File: src/rtl/mem_wb_stage_pkg.sv
// Shared constants for the memory/write-back stage: funct3 size codes,
// FSM state encodings, the latched access descriptor and the legality rule.
package mem_wb_stage_pkg;

    localparam logic [2:0] F3_B  = 3'b000;
    localparam logic [2:0] F3_H  = 3'b001;
    localparam logic [2:0] F3_W  = 3'b010;
    localparam logic [2:0] F3_BU = 3'b100;
    localparam logic [2:0] F3_HU = 3'b101;

    typedef enum logic {
        S_RUN  = 1'b0,
        S_WAIT = 1'b1
    } state_t;

    // Fields of an in-flight access needed again when the cache answers.
    typedef struct packed {
        logic       regwrite;
        logic [2:0] funct3;
        logic [1:0] off;
    } mem_ctl_t;

    // funct3[1:0] encodes the access size, so it also sets the alignment rule.
    function automatic logic mem_op_legal(input logic       is_store,
                                          input logic [2:0] funct3,
                                          input logic [1:0] addr_lo);
        logic f3_ok;
        if (is_store)
            f3_ok = funct3 inside {F3_B, F3_H, F3_W};
        else
            f3_ok = funct3 inside {F3_B, F3_H, F3_W, F3_BU, F3_HU};
        case (funct3[1:0])
            2'b00:   return f3_ok;
            2'b01:   return f3_ok & ~addr_lo[0];
            default: return f3_ok & (addr_lo == 2'b00);
        endcase
    endfunction

endpackage

File: src/rtl/mem_wb_stage_if.sv
// EX/MEM bundle, data-cache port and register-file write port of the stage.
// master is the stage's own view; slave is the surrounding pipeline/cache.
interface mem_wb_stage_if #(
    parameter int DATA_W = 32,
    parameter int REG_AW = 5
);
    logic              ex_valid;
    logic [REG_AW-1:0] ex_rd;
    logic              ex_regwrite;
    logic              ex_memread;
    logic              ex_memwrite;
    logic [2:0]        ex_funct3;
    logic [DATA_W-1:0] ex_alu_result;
    logic [DATA_W-1:0] ex_store_data;

    logic              mem_req;
    logic              mem_we;
    logic [DATA_W-1:0] mem_addr;
    logic [DATA_W-1:0] mem_wdata;
    logic [3:0]        mem_be;
    logic              mem_ready;
    logic [DATA_W-1:0] mem_rdata;

    logic              stall;
    logic              wb_wen;
    logic [REG_AW-1:0] wb_wa;
    logic [DATA_W-1:0] wb_wd;
    logic              mem_fault;

    modport master (
        input  ex_valid, ex_rd, ex_regwrite, ex_memread, ex_memwrite,
               ex_funct3, ex_alu_result, ex_store_data, mem_ready, mem_rdata,
        output mem_req, mem_we, mem_addr, mem_wdata, mem_be,
               stall, wb_wen, wb_wa, wb_wd, mem_fault
    );

    modport slave (
        output ex_valid, ex_rd, ex_regwrite, ex_memread, ex_memwrite,
               ex_funct3, ex_alu_result, ex_store_data, mem_ready, mem_rdata,
        input  mem_req, mem_we, mem_addr, mem_wdata, mem_be,
               stall, wb_wen, wb_wa, wb_wd, mem_fault
    );

endinterface

File: src/rtl/mem_wb_stage_load_extend.sv
// Load aligner: picks the addressed byte/halfword out of a raw word and extends it.
// Latency: combinational.
// Backpressure: none; pure function of its inputs.
module load_extend
    import mem_wb_stage_pkg::*;
(
    input  logic [31:0] rdata,
    input  logic [1:0]  off,
    input  logic [2:0]  funct3,
    output logic [31:0] result
);

    logic [7:0]  lane_b;
    logic [15:0] lane_h;

    always_comb begin
        lane_b = rdata[8*off +: 8];
        lane_h = rdata[16*off[1] +: 16];
        result = rdata;
        case (funct3)
            F3_B:    result = {{24{lane_b[7]}}, lane_b};
            F3_BU:   result = {24'd0, lane_b};
            F3_H:    result = {{16{lane_h[15]}}, lane_h};
            F3_HU:   result = {16'd0, lane_h};
            default: result = rdata;
        endcase
    end

endmodule

File: src/rtl/mem_wb_stage.sv
// RV32I MEM/WB stage: data-cache load/store, load alignment, register-file write-back.
// Latency: ALU result written back 1 cycle after acceptance; loads 1 cycle after mem_ready.
// Backpressure: stall (combinational) holds upstream from acceptance until mem_ready.
module mem_wb_stage
    import mem_wb_stage_pkg::*;
#(
    parameter int DATA_W = 32,
    parameter int REG_AW = 5
) (
    input  logic           clock,
    input  logic           reset,
    mem_wb_stage_if.master bus
);

    state_t            state, state_nx;
    mem_ctl_t          ctl_q;
    logic [REG_AW-1:0] rd_q;

    logic              mem_req_q, mem_we_q, wb_wen_q, fault_q;
    logic [DATA_W-1:0] addr_q, wdata_q, wb_wd_q;
    logic [3:0]        be_q;
    logic [REG_AW-1:0] wb_wa_q;

    logic              is_mem, legal, stall_c;
    logic [1:0]        off;
    logic [3:0]        be_nx;
    logic [DATA_W-1:0] wdata_nx;
    logic [31:0]       load_val;

    assign is_mem = bus.ex_memread | bus.ex_memwrite;
    assign legal  = mem_op_legal(bus.ex_memwrite, bus.ex_funct3, bus.ex_alu_result[1:0]);

    always_ff @(posedge clock or negedge reset) begin
        if (!reset) state <= S_RUN;
        else        state <= state_nx;
    end

    always_comb begin
        state_nx = state;
        stall_c  = 1'b0;
        case (state)
            S_RUN: begin
                if (bus.ex_valid && is_mem && legal) begin
                    state_nx = S_WAIT;
                    stall_c  = 1'b1;
                end
            end
            S_WAIT: begin
                stall_c = ~bus.mem_ready;
                if (bus.mem_ready) state_nx = S_RUN;
            end
        endcase
    end

    // Store lanes: the cache picks the bytes out of a replicated word via mem_be.
    always_comb begin
        off = bus.ex_alu_result[1:0];
        case (bus.ex_funct3[1:0])
            2'b00: begin
                be_nx    = 4'b0001 << off;
                wdata_nx = {4{bus.ex_store_data[7:0]}};
            end
            2'b01: begin
                be_nx    = 4'b0011 << off;
                wdata_nx = {2{bus.ex_store_data[15:0]}};
            end
            default: begin
                be_nx    = 4'hF;
                wdata_nx = bus.ex_store_data;
            end
        endcase
    end

    load_extend u_load_extend (
        .rdata  (bus.mem_rdata),
        .off    (ctl_q.off),
        .funct3 (ctl_q.funct3),
        .result (load_val)
    );

    always_ff @(posedge clock or negedge reset) begin
        if (!reset) begin
            mem_req_q <= 1'b0;
            mem_we_q  <= 1'b0;
            addr_q    <= '0;
            wdata_q   <= '0;
            be_q      <= '0;
            wb_wen_q  <= 1'b0;
            wb_wa_q   <= '0;
            wb_wd_q   <= '0;
            fault_q   <= 1'b0;
            ctl_q     <= '0;
            rd_q      <= '0;
        end else begin
            wb_wen_q <= 1'b0;
            fault_q  <= 1'b0;
            case (state)
                S_RUN: begin
                    if (bus.ex_valid) begin
                        if (!is_mem) begin
                            // wb_wa/wb_wd only move on a real write so they hold otherwise.
                            if (bus.ex_regwrite && bus.ex_rd != '0) begin
                                wb_wen_q <= 1'b1;
                                wb_wa_q  <= bus.ex_rd;
                                wb_wd_q  <= bus.ex_alu_result;
                            end
                        end else if (!legal) begin
                            fault_q <= 1'b1;
                        end else begin
                            mem_req_q      <= 1'b1;
                            mem_we_q       <= bus.ex_memwrite;
                            addr_q         <= {bus.ex_alu_result[DATA_W-1:2], 2'b00};
                            be_q           <= be_nx;
                            wdata_q        <= wdata_nx;
                            ctl_q.regwrite <= bus.ex_regwrite;
                            ctl_q.funct3   <= bus.ex_funct3;
                            ctl_q.off      <= off;
                            rd_q           <= bus.ex_rd;
                        end
                    end
                end
                S_WAIT: begin
                    if (bus.mem_ready) begin
                        mem_req_q <= 1'b0;
                        if (!mem_we_q && ctl_q.regwrite && rd_q != '0) begin
                            wb_wen_q <= 1'b1;
                            wb_wa_q  <= rd_q;
                            wb_wd_q  <= load_val;
                        end
                    end
                end
            endcase
        end
    end

    assign bus.mem_req   = mem_req_q;
    assign bus.mem_we    = mem_we_q;
    assign bus.mem_addr  = addr_q;
    assign bus.mem_wdata = wdata_q;
    assign bus.mem_be    = be_q;
    assign bus.stall     = stall_c;
    assign bus.wb_wen    = wb_wen_q;
    assign bus.wb_wa     = wb_wa_q;
    assign bus.wb_wd     = wb_wd_q;
    assign bus.mem_fault = fault_q;

endmodule

File: src/flat_wrapper.sv
// flat-port wrapper written by rule: the top's interface ports become plain ports
module mem_wb_stage_flat import mem_wb_stage_pkg::*;
#(
    parameter int DATA_W = 32,
    parameter int REG_AW = 5
)
  (clock, reset, bus_ex_valid, bus_ex_rd, bus_ex_regwrite, bus_ex_memread, bus_ex_memwrite, bus_ex_funct3, bus_ex_alu_result, bus_ex_store_data, bus_mem_ready, bus_mem_rdata, bus_mem_req, bus_mem_we, bus_mem_addr, bus_mem_wdata, bus_mem_be, bus_stall, bus_wb_wen, bus_wb_wa, bus_wb_wd, bus_mem_fault);
  mem_wb_stage_if #(.DATA_W(DATA_W), .REG_AW(REG_AW)) bus_i ();
  input  logic clock;
  input  logic reset;
  input wire logic [$bits(bus_i.ex_valid)-1:0] bus_ex_valid;
  input wire logic [$bits(bus_i.ex_rd)-1:0] bus_ex_rd;
  input wire logic [$bits(bus_i.ex_regwrite)-1:0] bus_ex_regwrite;
  input wire logic [$bits(bus_i.ex_memread)-1:0] bus_ex_memread;
  input wire logic [$bits(bus_i.ex_memwrite)-1:0] bus_ex_memwrite;
  input wire logic [$bits(bus_i.ex_funct3)-1:0] bus_ex_funct3;
  input wire logic [$bits(bus_i.ex_alu_result)-1:0] bus_ex_alu_result;
  input wire logic [$bits(bus_i.ex_store_data)-1:0] bus_ex_store_data;
  input wire logic [$bits(bus_i.mem_ready)-1:0] bus_mem_ready;
  input wire logic [$bits(bus_i.mem_rdata)-1:0] bus_mem_rdata;
  output wire logic [$bits(bus_i.mem_req)-1:0] bus_mem_req;
  output wire logic [$bits(bus_i.mem_we)-1:0] bus_mem_we;
  output wire logic [$bits(bus_i.mem_addr)-1:0] bus_mem_addr;
  output wire logic [$bits(bus_i.mem_wdata)-1:0] bus_mem_wdata;
  output wire logic [$bits(bus_i.mem_be)-1:0] bus_mem_be;
  output wire logic [$bits(bus_i.stall)-1:0] bus_stall;
  output wire logic [$bits(bus_i.wb_wen)-1:0] bus_wb_wen;
  output wire logic [$bits(bus_i.wb_wa)-1:0] bus_wb_wa;
  output wire logic [$bits(bus_i.wb_wd)-1:0] bus_wb_wd;
  output wire logic [$bits(bus_i.mem_fault)-1:0] bus_mem_fault;
  assign bus_i.ex_valid = bus_ex_valid;
  assign bus_i.ex_rd = bus_ex_rd;
  assign bus_i.ex_regwrite = bus_ex_regwrite;
  assign bus_i.ex_memread = bus_ex_memread;
  assign bus_i.ex_memwrite = bus_ex_memwrite;
  assign bus_i.ex_funct3 = bus_ex_funct3;
  assign bus_i.ex_alu_result = bus_ex_alu_result;
  assign bus_i.ex_store_data = bus_ex_store_data;
  assign bus_i.mem_ready = bus_mem_ready;
  assign bus_i.mem_rdata = bus_mem_rdata;
  assign bus_mem_req = bus_i.mem_req;
  assign bus_mem_we = bus_i.mem_we;
  assign bus_mem_addr = bus_i.mem_addr;
  assign bus_mem_wdata = bus_i.mem_wdata;
  assign bus_mem_be = bus_i.mem_be;
  assign bus_stall = bus_i.stall;
  assign bus_wb_wen = bus_i.wb_wen;
  assign bus_wb_wa = bus_i.wb_wa;
  assign bus_wb_wd = bus_i.wb_wd;
  assign bus_mem_fault = bus_i.mem_fault;
  mem_wb_stage #(.DATA_W(DATA_W), .REG_AW(REG_AW)) u_core (.clock(clock), .reset(reset), .bus(bus_i));
endmodule
File: config.mk
export PLATFORM = sky130hd
export DESIGN_NAME = mem_wb_stage_flat
export DESIGN_NICKNAME = d
export VERILOG_FILES = /design/src/rtl/mem_wb_stage_pkg.sv /design/src/rtl/mem_wb_stage_if.sv /design/src/rtl/mem_wb_stage_load_extend.sv /design/src/rtl/mem_wb_stage.sv /design/src/flat_wrapper.sv
export SDC_FILE = /design/constraint.sdc
export NUM_CORES = 1
export LEC_CHECK = 0
export CAP_MARGIN = 30
export CORE_ASPECT_RATIO = 0.9
export CORE_MARGIN = 10
export CORE_UTILIZATION = 48
export DETAILED_ROUTE_END_ITERATION = 6
export HOLD_SLACK_MARGIN = 0.15
export PLACE_DENSITY = 0.89
export REMOVE_ABC_BUFFERS = 1
export SYNTH_ARGS = -nofsm -noshare
export SYNTH_HDL_FRONTEND = slang
export SYNTH_HIERARCHICAL = 1
export SYNTH_SLANG_ARGS = --single-unit
File: constraint.sdc
create_clock -name clock -period 6.22 [get_ports clock]
set_input_delay 1.866 -clock clock [delete_from_list [all_inputs] [get_ports clock]]
set_output_delay 1.866 -clock clock [all_outputs]
set_load 0.005 [all_outputs]
==> run_results.csv <==
group,metric,value,unit
outcome,outcome,"complete, no violations",
clocking,post_cts.resized_instances,0,
layout,synthToLayoutAreaGrowth,48.3,%
clocking,cts_setup_buffers,0,
route,detailroute.wirelength.met3,2400,µm
floorplanning,floorplan.die.width,137,µm
route,met2WireLength,9180,µm
synthesis,mappedNetlistArea,0.00593,mm²
placed_design,place_inst,859,
synthesis,yosysWarningCount,6,
synthesis,post-synth-top-count-cell,"dfrtp_1",
clocking,hold_buffers,0,
synthesis,synth.area.top_cells,"dfrtp_1 (50%), mux2_2 (11%), mux2_1 (9.1%)",
route,route.layer.met1.wl,7560,µm
worst_setup_path,ff2ff_path_depth,5,
timing,fin_hold_ws,476,ps
synthesis,post_synth_num_cell_types,40,
floorplanning,start_util,49.1,%
synthesis,number_of_enable_type_register_cells_in_the_synthesized_netlist,0,
worst_setup_path,setup.worst_path.end_class,"primary output",
synthesis,synth.ff_latch_count,119,
placed_design,gpl.final_weighted_congestion,0.889,
floorplanning,floorplan.rows,38,
worst_setup_path,critical_path_cell_count,5,
timing,timing_hold_violations_final,0,
clocking,insertion_delay_of_the_later_clocked_pin_in_the_worst_skew_pair,420,ps
worst_setup_path,worst-endpoint-arrival,3950,ps
route,detail-route-antenna-nets,0,
power_and_ir_drop,total_leakage_power,3.78,nW
route,number_of_vias_in_the_routed_layout,4827,
global_route,grt.overflow.total,0,
worst_setup_path,crit_required,4350,ps
layout,insertedDiodeCount,0,
worst_setup_path,crit_path_frequent_cell,"clkdlybuf4s50_1",
worst_setup_path,critPathMaxFanout,8,
global_route,grt_max_degree,76,
worst_setup_path,startpoint_type,"input pin",
synthesis,synth_top_cell_by_area,"dfrtp_1",
synthesis,post_synth_inst_count,505,
route,drt_pre_antenna_iters,4,
timing,max_freq,172,MHz
layout,final_core_utilization,72.8,%
global_route,grt_pass1_vias,5256,
power_and_ir_drop,ir_drop,0.225,mV
route,avgViaCountPerCell,5.42,
worst_setup_path,worst_path_largest_cell_delay,620,ps
synthesis,synth.avg_cell_area,11.7,µm²
global_route,global_route_wire_length_before_repair,29800,µm
synthesis,synthArstFlopShare,100,%
route,highest_layer,"met4",
layout,non_filler_instance_count_after_layout,890,
clocking,h_tree_lvl_count,4,
worst_setup_path,critical_path.cell_chain,"clkdlybuf4s50_1, nor4_1, o221ai_4, o21ai_0, clkdlybuf4s50_1",
layout,fin_nets,830,
synthesis,synth_sequential_area_ratio,50.2,%
clocking,ctsRootBufferMaster,"clkbuf_16",
route,drc,0,
clocking,clkSlewWorstSetupHoldPaths,50,ps
global_route,grt_usage,22.4,%
min_path,timing.hold.worst.class,"reg2reg",
floorplanning,floorplan.die_area,0.0172,mm²
worst_setup_path,path_buf_inv,2,
synthesis,primary_ff_master_synth,"dfrtp_1",
timing,final_max_slew_viol_count,0,
placed_design,port-buffer-count,218,
clocking,clock-sinks,119,
route,routed_wl,19400,µm
clocking,cts_max_path_buffers,2,
timing,final_period_minus_worst_setup_slack,5810,ps
clocking,tritoncts.num_buffers,17,
layout,nFillCells,823,
timing,post-route-period-util,93.4,%
floorplanning,die_h,125,µm
timing,slew_headroom,35.2,%
timing,tightest_slew,972,ps
run,maxCapViolCount,0,
floorplanning,placeableCoreArea,0.0121,mm²
timing,setup_repair_after_global_routing_missed_its_margin,"no",
clocking,cts_tree,"done",
power_and_ir_drop,design_power_total,3.39,mW
synthesis,synth_top_area_share,50.2,%
timing,setup_tns,0,ps
synthesis,post_synth_most_frequent_cells,"dfrtp_1 (119), nand2_1 (76), mux2_2 (60), mux2_1 (48), o21ai_0 (29)",
floorplanning,io_pins,221,
timing,finalSetupViolations,0,
global_route,antenna_found_initial,0,
power_and_ir_drop,power_per_cell_area,386,mW/mm²
route,drtIter0Drc,266,
route,routedWlPerCell,21.8,µm
worst_setup_path,critPathKind,"in2out",
worst_setup_path,worst_path_max_delay_cell,"nor4_1",
worst_setup_path,critPathTopFamily,"buffers and inverters",
min_path,hold-path-cell-count,2,
layout,drive_gt1_share,17.0,%
placed_design,post-dp-hpwl,14300,µm
timing,fin_skew,6.29,ps
through the flow:
| step | instance area, µm² | worst slack (ps) |
|---|---|---|
| after floorplan | 5750 | -1520 |
| after global placement | 8210 | 527 |
| after detailed placement | 8220 | 420 |
| after CTS | 8760 | 431 |
| after global routing | 8790 | 336 |
| final | 8790 | 409 |
sequential cells by signal, indices dropped and copies added, names as in the netlist:
name,cells
u_core/bus.mem_wdata,32
u_core/bus.wb_wd,32
u_core/bus.mem_addr,30
u_core/ctl_q,6
u_core/bus.wb_wa,5
u_core/rd_q,5
u_core/bus.mem_be,4
u_core/bus.mem_fault,1
u_core/bus.mem_req,1
u_core/bus.mem_we,1
u_core/bus.wb_wen,1
u_core/state,1
final timing paths:
path	startpoint	end	slack, ps
setup / recovery	bus_ex_alu_result[1]	bus_stall	410
hold / removal	u_core/bus.mem_req	u_core/bus.mem_req	480
setup reg to reg	u_core/state	u_core/bus.mem_addr[22]	3030
hold reg to reg	u_core/bus.mem_req	u_core/bus.mem_req	480
max in group asynchronous	reset	u_core/bus.mem_wdata[0]	3790
min in group asynchronous	reset	u_core/bus.mem_addr[22]	1240
worst register-to-register path, cell delays in order, from the launching register on:
cell      delay [ps]
dfrtp_2          990
nor2b_1          280
o221ai_4         150
buf_4            540
buf_4            640
mux2_1           460
logic make-up (layout without fill, tap and decap cells):
group | count (synthesis) | count (layout) | share of synthesized area (%)
flops | 119 | 119 | 50.2
mux | 156 | 156 | 30.4
buf+inv | 38 | 262 | 3.27
compound gates | 74 | 74 | 7.47
simple gates | 117 | 117 | 8.51
other cells | 1 | 2 | 0.0633
area by class of cell:
| type | instances | area (µm²) | area share, % |
|---|---|---|---|
| inverter | 4 | 15.0 | 0.171 |
| clock buffer | 26 | 499 | 5.68 |
| sequential | 119 | 2980 | 33.9 |
| multi-input combinational | 349 | 2780 | 31.6 |
| timing repair buffer | 228 | 2270 | 25.9 |
| clock inverter | 4 | 45.0 | 0.512 |
| tap | 160 | 200 | 2.28 |
layer usage:
layer | GRT usage [%] | vias to the layer above
li1 | - | 2200
met1 | 25.4 | 2376
met2 | 36.0 | 225
met3 | 11.5 | 26
met4 | 6.38 | 0
met5 | 0 | -
layout by cell type (no fill, tap or decap), types with 5 or more instances in the layout:
master	count
mux2_2	60
clkbuf_16	17
nand2_1	76
o21ai_0	29
dfrtp_1	118
nor2_1	22
clkdlybuf4s50_1	217
clkbuf_1	5
mux2_4	19
a21oi_1	16
o21ai_1	10
buf_4	10
a22oi_1	8
mux2_1	48
mux2i_1	28
nor2b_1	6
power by group:
part           switching (mW)  internal [mW]  total [mW]
Clock                   0.329          0.584       0.913
Combinational           0.445          0.788        1.23
Sequential              0.200           1.05        1.25
Total                   0.973           2.42        3.39
Note: power is estimated with default switching activity, not from simulation.
